**src/rtl/kernel_coeff_bank.sv**
```systemverilog
// Kernel coefficient store with random-access read, handshaked burst readout and a running tap sum.
// Optional macro KERNEL_SYM_EN mirrors each accepted write to index TAPS-1-i.
module kernel_coeff_bank #(
    parameter int COEF_W = 8,
    parameter int TAPS   = 7,
    parameter int ADDR_W = 3
) (
    input  logic                             clk,
    input  logic                             rst,
    input  logic                             wr_en,
    input  logic [ADDR_W-1:0]                wr_addr,
    input  logic [COEF_W-1:0]                wr_data,
    output logic                             wr_reject,
    input  logic [ADDR_W-1:0]                rd_addr,
    output logic [COEF_W-1:0]                rd_data,
    input  logic                             start,
    output logic                             busy,
    output logic                             tap_valid,
    input  logic                             tap_ready,
    output logic [COEF_W-1:0]                tap_data,
    output logic [ADDR_W-1:0]                tap_idx,
    output logic                             tap_last,
    output logic [COEF_W+$clog2(TAPS)-1:0]   coef_sum
);

    localparam int SUM_W = COEF_W + $clog2(TAPS);
    localparam int DEPTH = 1 << ADDR_W;
    localparam logic [ADDR_W:0]   TAPS_X   = (ADDR_W+1)'(TAPS);
    localparam logic [ADDR_W-1:0] LAST_IDX = ADDR_W'(TAPS - 1);

    function automatic logic [COEF_W-1:0] default_coef(input int i);
        case (i)
            0, 6:    return COEF_W'(1);
            1, 5:    return COEF_W'(10);
            2, 4:    return COEF_W'(50);
            3:       return COEF_W'(100);
            default: return '0;
        endcase
    endfunction

    function automatic logic [SUM_W-1:0] default_sum();
        int s;
        s = 0;
        for (int i = 0; i < TAPS; i++) s += int'(default_coef(i));
        return SUM_W'(s);
    endfunction

    localparam logic [SUM_W-1:0] RESET_SUM = default_sum();

    typedef enum logic {IDLE, STREAM} state_t;
    state_t state, state_next;

    logic [COEF_W-1:0] mem [DEPTH];
    logic              wr_in_range, rd_in_range, wr_ok, handshake;
    logic [SUM_W-1:0]  sum_next;

    assign wr_in_range = {1'b0, wr_addr} < TAPS_X;
    assign rd_in_range = {1'b0, rd_addr} < TAPS_X;
    assign wr_ok       = wr_en && wr_in_range && (state == IDLE);

    assign busy      = (state == STREAM);
    assign tap_valid = (state == STREAM);
    assign tap_last  = (state == STREAM) && (tap_idx == LAST_IDX);
    assign tap_data  = (state == STREAM) ? mem[tap_idx] : '0;
    assign handshake = tap_valid && tap_ready;

`ifdef KERNEL_SYM_EN
    logic [ADDR_W-1:0] mirror_addr;
    assign mirror_addr = LAST_IDX - wr_addr;
`endif

    // Incremental sum: drop the old tap value(s), add the new one(s); centre tap counted once.
    always_comb begin
        sum_next = coef_sum - SUM_W'(mem[wr_addr]) + SUM_W'(wr_data);
`ifdef KERNEL_SYM_EN
        if (mirror_addr != wr_addr)
            sum_next = sum_next - SUM_W'(mem[mirror_addr]) + SUM_W'(wr_data);
`endif
    end

    always_comb begin
        state_next = state;
        case (state)
            IDLE:    if (start) state_next = STREAM;
            STREAM:  if (handshake && tap_last) state_next = IDLE;
            default: state_next = IDLE;
        endcase
    end

    always_ff @(posedge clk) begin
        if (rst) state <= IDLE;
        else     state <= state_next;
    end

    always_ff @(posedge clk) begin
        if (rst) begin
            rd_data   <= '0;
            wr_reject <= 1'b0;
            tap_idx   <= '0;
            coef_sum  <= RESET_SUM;
            for (int i = 0; i < DEPTH; i++)
                mem[i] <= (i < TAPS) ? default_coef(i) : '0;
        end else begin
            // Read samples mem before this edge's write lands, so a colliding read sees the old value.
            rd_data   <= rd_in_range ? mem[rd_addr] : '0;
            wr_reject <= wr_en && !wr_ok;
            if (wr_ok) begin
                mem[wr_addr] <= wr_data;
`ifdef KERNEL_SYM_EN
                mem[mirror_addr] <= wr_data;
`endif
                coef_sum <= sum_next;
            end
            if (handshake)
                tap_idx <= tap_last ? '0 : tap_idx + 1'b1;
        end
    end

endmodule

```
**config.mk**
```make
export PLATFORM = sky130hd
export DESIGN_NAME = kernel_coeff_bank
export DESIGN_NICKNAME = d
export VERILOG_FILES = /design/src/rtl/kernel_coeff_bank.sv
export SDC_FILE = /design/constraint.sdc
export NUM_CORES = 1
export LEC_CHECK = 0
export CORE_AREA = 10 10 122 124
export DETAILED_ROUTE_END_ITERATION = 12
export DIE_AREA = 0 0 132 134
export SLEW_MARGIN = 30
export SYNTH_ARGS = -nofsm -noshare
export SYNTH_HDL_FRONTEND = slang
export SYNTH_SLANG_ARGS = --single-unit
```
**constraint.sdc**
```tcl
create_clock -name clk -period 6.5 [get_ports clk]
set_input_delay 1.3 -clock clk [delete_from_list [all_inputs] [get_ports clk]]
set_output_delay 1.3 -clock clk [all_outputs]
set_load 0.05 [all_outputs]
```
==> flow_summary.yaml, run 1 <==
outcome:
  outcome: "finished clean"
cts:
  cts_max_level: 3
  cts_sinks: 91
  path_clk_slew_ns: 0.06
  cts.hold.buffers_added: 0
  cts_tree: "done"
  cts.repair_timing.setup_buffer_count: 0
  clkLatencyLatePin_ns: 0.34
  cts.root.buffer_cell: "clkbuf_16"
  clock_path_buffers: 2
  tritoncts.num_buffers: 9
  post_cts_resized: 0
synthesis:
  synth_xor_area_share_pct: 0.4760
  synth-compound-area-share_pct: 7.162
  synth_mux_area_share_pct: 21.94
  post_synth_main_area_contributors: "edfxtp_1, mux4_2, dfxtp_1"
  share_of_the_yosys_chip_area_belonging_to_registers_pct: 44.61
  synthTopCellsByCount: "edfxtp_1, mux4_2, nand2_1"
  post-synth-top-area-fraction_pct: 34.81
  combinational_family_with_the_most_area_after_synthesis: "multiplexers"
  synth_simple_gate_area_share_pct: 14.80
  ys_async_sr_fraction_pct: 0
  synthesis.area_per_instance_um2: 11.87
  yosysWarnings: 0
  post_synth_num_cell_types: 59
  synth-adder-area-share_pct: 5.848
  synthMostInstantiatedCell: "edfxtp_1"
  netlist.top_cell.by_area: "edfxtp_1"
  netlist_area_mm2: 0.005520
  top_reg_cell_synth: "edfxtp_1"
  ys_ff_latch: 91
  synth_enable_flop_cells: 64
  post_synth_inst_count: 465
timing:
  setup_ws_ns: 1.475
  grt_setup_unrepaired: "no"
  maxClockFrequency_mhz: 199.0
  timing.clock.skew_ns: 0.006493
  slew-limit-headroom_pct: 32.65
  worstMarginPinSlew_ns: 1.007
  final_hold_viol_count: 0
  finalSetupViolations: 0
  final.min_clock_period_ns: 5.025
  totalNegativeSetupSlack_ns: 0
  post-route-period-util_pct: 77.31
  maxSlewViolCount: 0
floorplanning:
  floorplan.die_area_mm2: 0.01769
  core-area_mm2: 0.01247
  rows: 41
  boundaryPins: 53
  initial_utilization_pct: 44.28
  fp.dieW_um: 132
  die_h_um: 134
place:
  gp_routability_congestion: 0.8570
  place_hpwl_um: 11300
  pre_cts_slack_ns: 1.158
  portBuffers: 52
drt:
  drt_iter0_markers: 318
  ant_nets: 0
  drc: 0
  detail_route.wl_per_cell_um: 21.73
  number_of_detailed_route_iterations_in_the_first_pass: 5
  routed_wl_um: 15020
  via_density: 5.664
  num_vias: 3914
critical_path:
  critical_path_required_ns: 6.75
  crit_path_end_kind: "register"
  r2r_setup_slack_ns: 3.18
  critical_path_startpoint_category: "input port"
  worst_r2r_endpoint: "coef_sum[9]"
  path_max_fanout: 15
  critical_path.reg2reg.startpoint: "mem[2][4]"
  critPathArrivalTime_ns: 5.27
  critPathKind: "input port to register"
  r2r.worst_path.cells: 10
hold_path:
  hold_end: "coef_sum[5]"
  holdPathStages: 2
  hp-start: "coef_sum[5]"
  hp-class: "register to register"
job:
  max-cap-violations: 0
global_routing:
  antenna_found_initial: 0
  global_route.overflow_total: 0
  grt_first_pass_wirelength_um: 23680
  grt_max_degree: 29
  grt_pass1_vias: 4102
  grtUsageTotal_pct: 17.22
layout:
  flow.area_growth_from_synthesis_pct: 17.59
  antenna_cells_inserted: 0
  finalNetCount: 554
  post_route_cells_drive_above_1_share_pct: 15.41
pwr:
  vdd_ir_drop_max_uv: 165.5
  leakagePower_nw: 2.368
  p_per_area_mw_per_mm2: 262.4
  finalPower_w: 0.001703
-- power breakdown --
group / switching (W) / leakage (nW) / total (W) / internal (W)
registers: 0.0000393 / 0.833 / 0.000698 / 0.000659
logic: 0.000293 / 1.40 / 0.000495 / 0.000202
clock network: 0.000216 / 0.134 / 0.000510 / 0.000295
-- cells by family (layout without fill, tap and decap cells) --
kind of cell / Yosys count / count (layout)
flops: 91 / 91
fa+ha+maj: 21 / 21
compound gates: 59 / 59
other cells: 1 / 8
simple gates: 155 / 155
xor+xnor: 3 / 3
buf+inv: 65 / 112
mux: 70 / 70
-- critical path: stages --
cell             delay [ns]
clkdlybuf4s50_1        0.96
nor2b_1                0.50
a21oi_1                0.15
o221ai_1               0.27
fa_1                   0.52
fa_1                   0.45
nand2b_1               0.20
a21oi_1                0.26
o211ai_1               0.16
a2111o_1               0.42
o311ai_1               0.08
-- per-stage QoR --
step	hold slack, ns	util (%)	instances	cell area (µm²)
floorplan	0.6776	-	472	5547
global placement	0.4585	49.76	675	6203
detailed placement	0.4746	49.77	675	6205
CTS	0.4894	52.07	691	6491
global route	0.5322	52.07	691	6491
finish	0.4885	52.07	691	6491
-- registers in the layout (all words and copies together), names as in the netlist, named ones only --
signal / flops
mem: 64
busy: 1
rd_data: 8
coef_sum: 11
tap_idx: 3
wr_reject: 1
-- final cells by class --
cell class | instances | area, µm²
inverters | 34 | 127.6
clock inverters | 6 | 57.56
multi-input cells | 316 | 2803
clock buffers | 10 | 229.0
well taps | 172 | 215.2
fillers | 1116 | 5974
repair buffers | 62 | 595.6
flip-flops and latches | 91 | 2464
-- cells in the final DEF, fill, tap and decap left out, types with 4 or more instances in the layout --
master	instances
a21o_1	4
a21oi_1	18
and2_1	21
and3_1	6
buf_4	10
clkbuf_16	9
clkdlybuf4s50_1	52
conb_1	8
dfxtp_1	26
edfxtp_1	64
fa_1	8
ha_1	13
inv_1	34
mux2_2	8
mux2i_1	22
mux4_2	40
nand2_1	38
nand2b_1	6
nand3_1	11
nor2_1	27
nor2b_1	9
nor3_1	10
nor4_1	10
o211ai_1	9
o21ai_0	6
-- how the worst max path moves through the flow --
stage | slack, ns | cells past startpoint | start | to
floorplan | 2.15 | 14 | wr_addr[0] | coef_sum[8]
global placement | 1.14 | 11 | wr_addr[1] | coef_sum[8]
detailed placement | 1.16 | 11 | wr_addr[1] | coef_sum[8]
CTS | 1.49 | 11 | wr_addr[1] | coef_sum[8]
global route | 1.21 | 14 | wr_addr[2] | coef_sum[9]
finish | 1.47 | 11 | wr_addr[1] | coef_sum[8]
-- layer usage --
| metal | up-vias | GRT usage, % | wire [µm] |
|---|---|---|---|
| met5 | - | 0 | 0 |
| met1 | 1941 | 21.25 | 6382 |
| met2 | 132 | 28.90 | 7483 |
| met4 | 0 | 6.428 | 342 |
| met3 | 19 | 3.846 | 809 |
| li1 | 1822 | - | - |
(Power assumes the default switching activity.)
==> run 2, diff against run 1 <==
clock period = 5.3 ns   (was 6.5 ns; I/O delays follow)
==> flow_summary.yaml, run 2 (synthesized netlist as in run 1, its figures left out) <==
cts:
  clock_path_buffers: 2
  tritoncts.num_buffers: 9
  cts_sinks: 91
  cts.hold.buffers_added: 0
  cts_max_level: 3
  cts.root.buffer_cell: "clkbuf_16"
  post_cts_resized: 0
  cts_tree: "done"
  path_clk_slew_ns: 0.06
  cts.repair_timing.setup_buffer_count: 0
  clkLatencyLatePin_ns: 0.36
pwr:
  p_per_area_mw_per_mm2: 323.2
  finalPower_w: 0.002101
  leakagePower_nw: 2.384
  vdd_ir_drop_max_uv: 187.5
critical_path:
  crit_path_end_kind: "register"
  critical_path.reg2reg.startpoint: "mem[5][0]"
  r2r_setup_slack_ns: 1.99
  cp_slowest_cell: "clkdlybuf4s50_1"
  worst_r2r_endpoint: "coef_sum[8]"
  worst_path_largest_cell_delay_ns: 0.66
  critical_path_required_ns: 5.56
  r2r.worst_path.cells: 13
  critical_path_startpoint_category: "input port"
  cpLargestDelayFamily: "compound AO/OA/AOI/OAI gates"
  critPathArrivalTime_ns: 4.81
  critPathKind: "input port to register"
  cp.buffers_inverters: 4
  crit_path_cell_trace: "clkdlybuf4s50_1, buf_4, nor2_1, a31oi_1, nor2_1, a221o_1, ha_1, inv_1, ha_1, inv_1, fa_1, nand2b_1, a21oi_1, o211ai_1, a2111o_1, o311ai_1"
  path_max_fanout: 30
floorplanning:
  fp.dieW_um: 132
  rows: 41
  initial_utilization_pct: 44.28
  boundaryPins: 53
  floorplan.die_area_mm2: 0.01769
  die_h_um: 134
  core-area_mm2: 0.01247
place:
  detailed_place.area_mm2: 0.006213
  place_hpwl_um: 11430
  dp.cells: 677
  pre_cts_slack_ns: 0.4559
  portBuffers: 52
  gp_routability_congestion: 0.8818
layout:
  antenna_cells_inserted: 0
  final_design_area_no_fill_mm2: 0.006499
  finalNonFillerCells: 693
  fillerInstances: 1114
  most-common-layout-cells: "edfxtp_1, clkdlybuf4s50_1, mux4_2, nand2_1, inv_1"
  layout.cells.most_common: "edfxtp_1"
  finalNetCount: 556
  most_flop_heavy_register: "mem"
  area.sequential_mm2: 0.002462
  largest_register_ffs: 64
  post_route_cells_drive_above_1_share_pct: 15.93
  flow.area_growth_from_synthesis_pct: 17.72
  layout_top_registers: "mem (64), coef_sum (11), rd_data (8)"
  multi_input_comb_area_mm2: 0.002803
drt:
  detail_route.wl_per_cell_um: 22.05
  routed_wl_um: 15280
  number_of_detailed_route_iterations_in_the_first_pass: 5
  drt_iter0_markers: 296
  ant_nets: 0
  num_vias: 4012
  drc: 0
  via_density: 5.789
timing:
  maxClockFrequency_mhz: 219.9
  slew-limit-headroom_pct: 35.24
  post-route-period-util_pct: 85.82
  finalSetupViolations: 0
  maxSlewViolCount: 0
  setup_ws_ns: 0.7517
  worstMarginPinSlew_ns: 0.9701
  totalNegativeSetupSlack_ns: 0
  final_hold_viol_count: 0
  timing.clock.skew_ns: 0.007738
  final.min_clock_period_ns: 4.548
  grt_setup_unrepaired: "no"
hold_path:
  hp-start: "coef_sum[5]"
  hold_end: "coef_sum[5]"
  holdPathStages: 2
  hp-class: "register to register"
global_routing:
  grt_pass1_vias: 4212
  grtUsageTotal_pct: 17.65
  grt_max_degree: 31
  global_route.overflow_total: 0
  grt_first_pass_wirelength_um: 23940
  antenna_found_initial: 0
outcome:
  outcome: "finished clean"
job:
  max-cap-violations: 0
[run 2: cell count changes in the layout (fill, tap and decap cells not counted)]
cell | previous run | this run
clkinv_1 | 2 | 1
buf_2 | 0 | 1
buf_4 | 10 | 12
clkinvlp_4 | 2 | 1
clkdlybuf4s50_1 | 52 | 51
dfxtp_1 | 26 | 27
dfxtp_2 | 1 | 0
clkinv_2 | 1 | 3
[run 2: worst max-delay path by stage]
stage	cells after the start	from	to	slack [ns]
3_3_place_gp	13	wr_addr[2]	coef_sum[9]	0.50
2_1_floorplan	14	wr_addr[0]	coef_sum[8]	1.19
3_5_place_dp	16	wr_addr[1]	coef_sum[8]	0.46
4_1_cts	16	wr_addr[1]	coef_sum[8]	0.79
5_1_grt	13	wr_addr[2]	coef_sum[9]	0.48
6_report	16	wr_addr[1]	coef_sum[8]	0.75
[run 2: where the power goes]
| group | leakage, nW | switching (W) | total (W) | internal (W) |
|---|---|---|---|---|
| clock | 0.140 | 0.000278 | 0.000639 | 0.000362 |
| combinational | 1.41 | 0.000361 | 0.000609 | 0.000249 |
| sequential | 0.833 | 0.0000440 | 0.000852 | 0.000808 |
[run 2: worst register-to-register path: cells and delay by family (launching register included)]
kind	cells	cell delay (ns)
compound gates	6	1.42
fa+ha+maj	3	0.81
buf+inv	2	0.12
flops	1	0.41
mux	1	0.25
simple gates	1	0.20
[run 2: per-layer routing]
metal  vias to the layer above  part of all wire (%)  GRT usage, %
met2                       180                    49         29.54
li1                       1823                     -             -
met5                         -                     0             0
met4                         0                   4.8         10.82
met3                        37                   6.8         3.734
met1                      1972                    39         20.39
[run 2: stage by stage]
step | hold slack, ns | util (%)
final | 0.4699 | 52.13
after global routing | 0.5211 | 52.13
after CTS | 0.4750 | 52.13
after detailed placement | 0.4605 | 49.84
after global placement | 0.4555 | 49.88
after floorplan | 0.6776 | -
[run 2: cell type report]
class | instances | share of cell area (%)
flip-flops and latches | 91 | 37.89
clock inverters | 6 | 0.8664
multi-input cells | 316 | 43.13
clock buffers | 10 | 3.523
well taps | 172 | 3.312
inverters | 34 | 1.964
repair buffers | 64 | 9.318
==> run 3, diff against run 2 <==
SLEW_MARGIN = unset   (was 30)
==> flow_summary.yaml, run 3 (synthesized netlist as in run 1, its figures left out) <==
place:
  portBuffers: 52
  detailed_place.area_mm2: 0.006218
  dp.cells: 677
  pre_cts_slack_ns: 0.4317
  place_hpwl_um: 11470
  gp_routability_congestion: 0.8818
global_routing:
  global_route.overflow_total: 0
  antenna_found_initial: 0
  grtUsageTotal_pct: 17.71
  grt_first_pass_wirelength_um: 24120
  grt_pass1_vias: 4256
  grt_max_degree: 31
cts:
  cts.repair_timing.setup_buffer_count: 0
  cts.root.buffer_cell: "clkbuf_16"
  path_clk_slew_ns: 0.06
  cts_tree: "done"
  cts_max_level: 3
  clock_path_buffers: 2
  post_cts_resized: 0
  tritoncts.num_buffers: 9
  cts.hold.buffers_added: 0
  clkLatencyLatePin_ns: 0.35
  cts_sinks: 91
timing:
  totalNegativeSetupSlack_ns: 0
  finalSetupViolations: 0
  timing.clock.skew_ns: 0.008460
  slew-limit-headroom_pct: 23.46
  setup_ws_ns: 0.7628
  worstMarginPinSlew_ns: 1.144
  grt_setup_unrepaired: "no"
  maxClockFrequency_mhz: 220.4
  post-route-period-util_pct: 85.61
  final.min_clock_period_ns: 4.537
  final_hold_viol_count: 0
  maxSlewViolCount: 0
floorplanning:
  boundaryPins: 53
  initial_utilization_pct: 44.28
  rows: 41
  core-area_mm2: 0.01247
  fp.dieW_um: 132
  die_h_um: 134
  floorplan.die_area_mm2: 0.01769
critical_path:
  critPathKind: "input port to register"
  crit_path_end_kind: "register"
  worst_path_largest_cell_delay_ns: 0.66
  critical_path_startpoint_category: "input port"
  cp.buffers_inverters: 4
  critPathArrivalTime_ns: 4.78
  cpLargestDelayFamily: "compound AO/OA/AOI/OAI gates"
  cp_slowest_cell: "clkdlybuf4s50_1"
  launch_point_of_the_worst_path: "wr_addr[1]"
  critical_path_required_ns: 5.55
  crit_path_cell_trace: "clkdlybuf4s50_1, buf_4, nor2_1, a31oi_1, nor2_1, a221o_1, ha_1, inv_1, ha_1, inv_1, fa_1, nand2b_1, a21oi_1, o211ai_1, a2111o_1, o311ai_1"
  critical_path.reg2reg.startpoint: "mem[5][0]"
  path_max_fanout: 30
drt:
  via_density: 5.807
  drc: 0
  routed_wl_um: 15230
  ant_nets: 0
  num_vias: 4024
  number_of_detailed_route_iterations_in_the_first_pass: 5
  detail_route.wl_per_cell_um: 21.98
  drt_iter0_markers: 307
layout:
  most_flop_heavy_register: "mem"
  finalNonFillerCells: 693
  final_design_area_no_fill_mm2: 0.006504
  most-common-layout-cells: "edfxtp_1, clkdlybuf4s50_1, mux4_2, nand2_1, inv_1"
  layout_top_registers: "mem (64), coef_sum (11), rd_data (8)"
  layout.cells.most_common: "edfxtp_1"
  area.sequential_mm2: 0.002462
  antenna_cells_inserted: 0
  largest_register_ffs: 64
  multi_input_comb_area_mm2: 0.002803
  finalNetCount: 556
  post_route_cells_drive_above_1_share_pct: 15.74
  fillerInstances: 1123
  flow.area_growth_from_synthesis_pct: 17.82
job:
  max-cap-violations: 0
hold_path:
  hp-start: "coef_sum[5]"
  hp-class: "register to register"
pwr:
  p_per_area_mw_per_mm2: 321.3
  leakagePower_nw: 2.384
  vdd_ir_drop_max_uv: 187.5
outcome:
  outcome: "finished clean"
-- run 3: final timing paths --
check / end / cells past startpoint / slack (ns)
setup / recovery: coef_sum[8] / 16 / 0.76
hold / removal: coef_sum[5] / 2 / 0.47
setup reg to reg: coef_sum[8] / 13 / 1.99
hold reg to reg: coef_sum[5] / 2 / 0.47
-- run 3: power by group --
part	internal, W	leakage (nW)	switching, W	total (W)
Sequential	0.000808	0.833	0.0000443	0.000852
Combinational	0.000249	1.41	0.000361	0.000610
Clock	0.000361	0.140	0.000266	0.000627
-- run 3: area by class of cell --
class | instances | share of cell area, %
inverters | 34 | 1.962
clock inverters | 6 | 0.8657
multi-input cells | 316 | 43.09
flip-flops and latches | 91 | 37.86
repair buffers | 64 | 9.388
well taps | 172 | 3.309
clock buffers | 10 | 3.521
-- run 3: layer usage --
layer / part of all wire, % / track usage (%)
met1: 39 / 20.09
met4: 3.7 / 9.580
met3: 6.6 / 3.883
met5: 0 / 0
met2: 51 / 30.55
-- run 3: through the flow --
step,hold WS [ns],utilization (%),power (W)
after floorplan,0.6776,-,0.001298
after global placement,0.4555,49.88,0.001465
after detailed placement,0.4636,49.88,0.001473
after CTS,0.4753,52.17,0.002102
after global routing,0.5217,52.17,0.002197
final,0.4687,52.17,0.002090
-- run 3: worst min-delay path, delay by kind of cell, from the launching register on --
kind / cells / cell delay, ns
flip-flops: 1 / 0.32
AO/OA/AOI/OAI: 1 / 0.05
AND/OR/NAND/NOR: 1 / 0.05
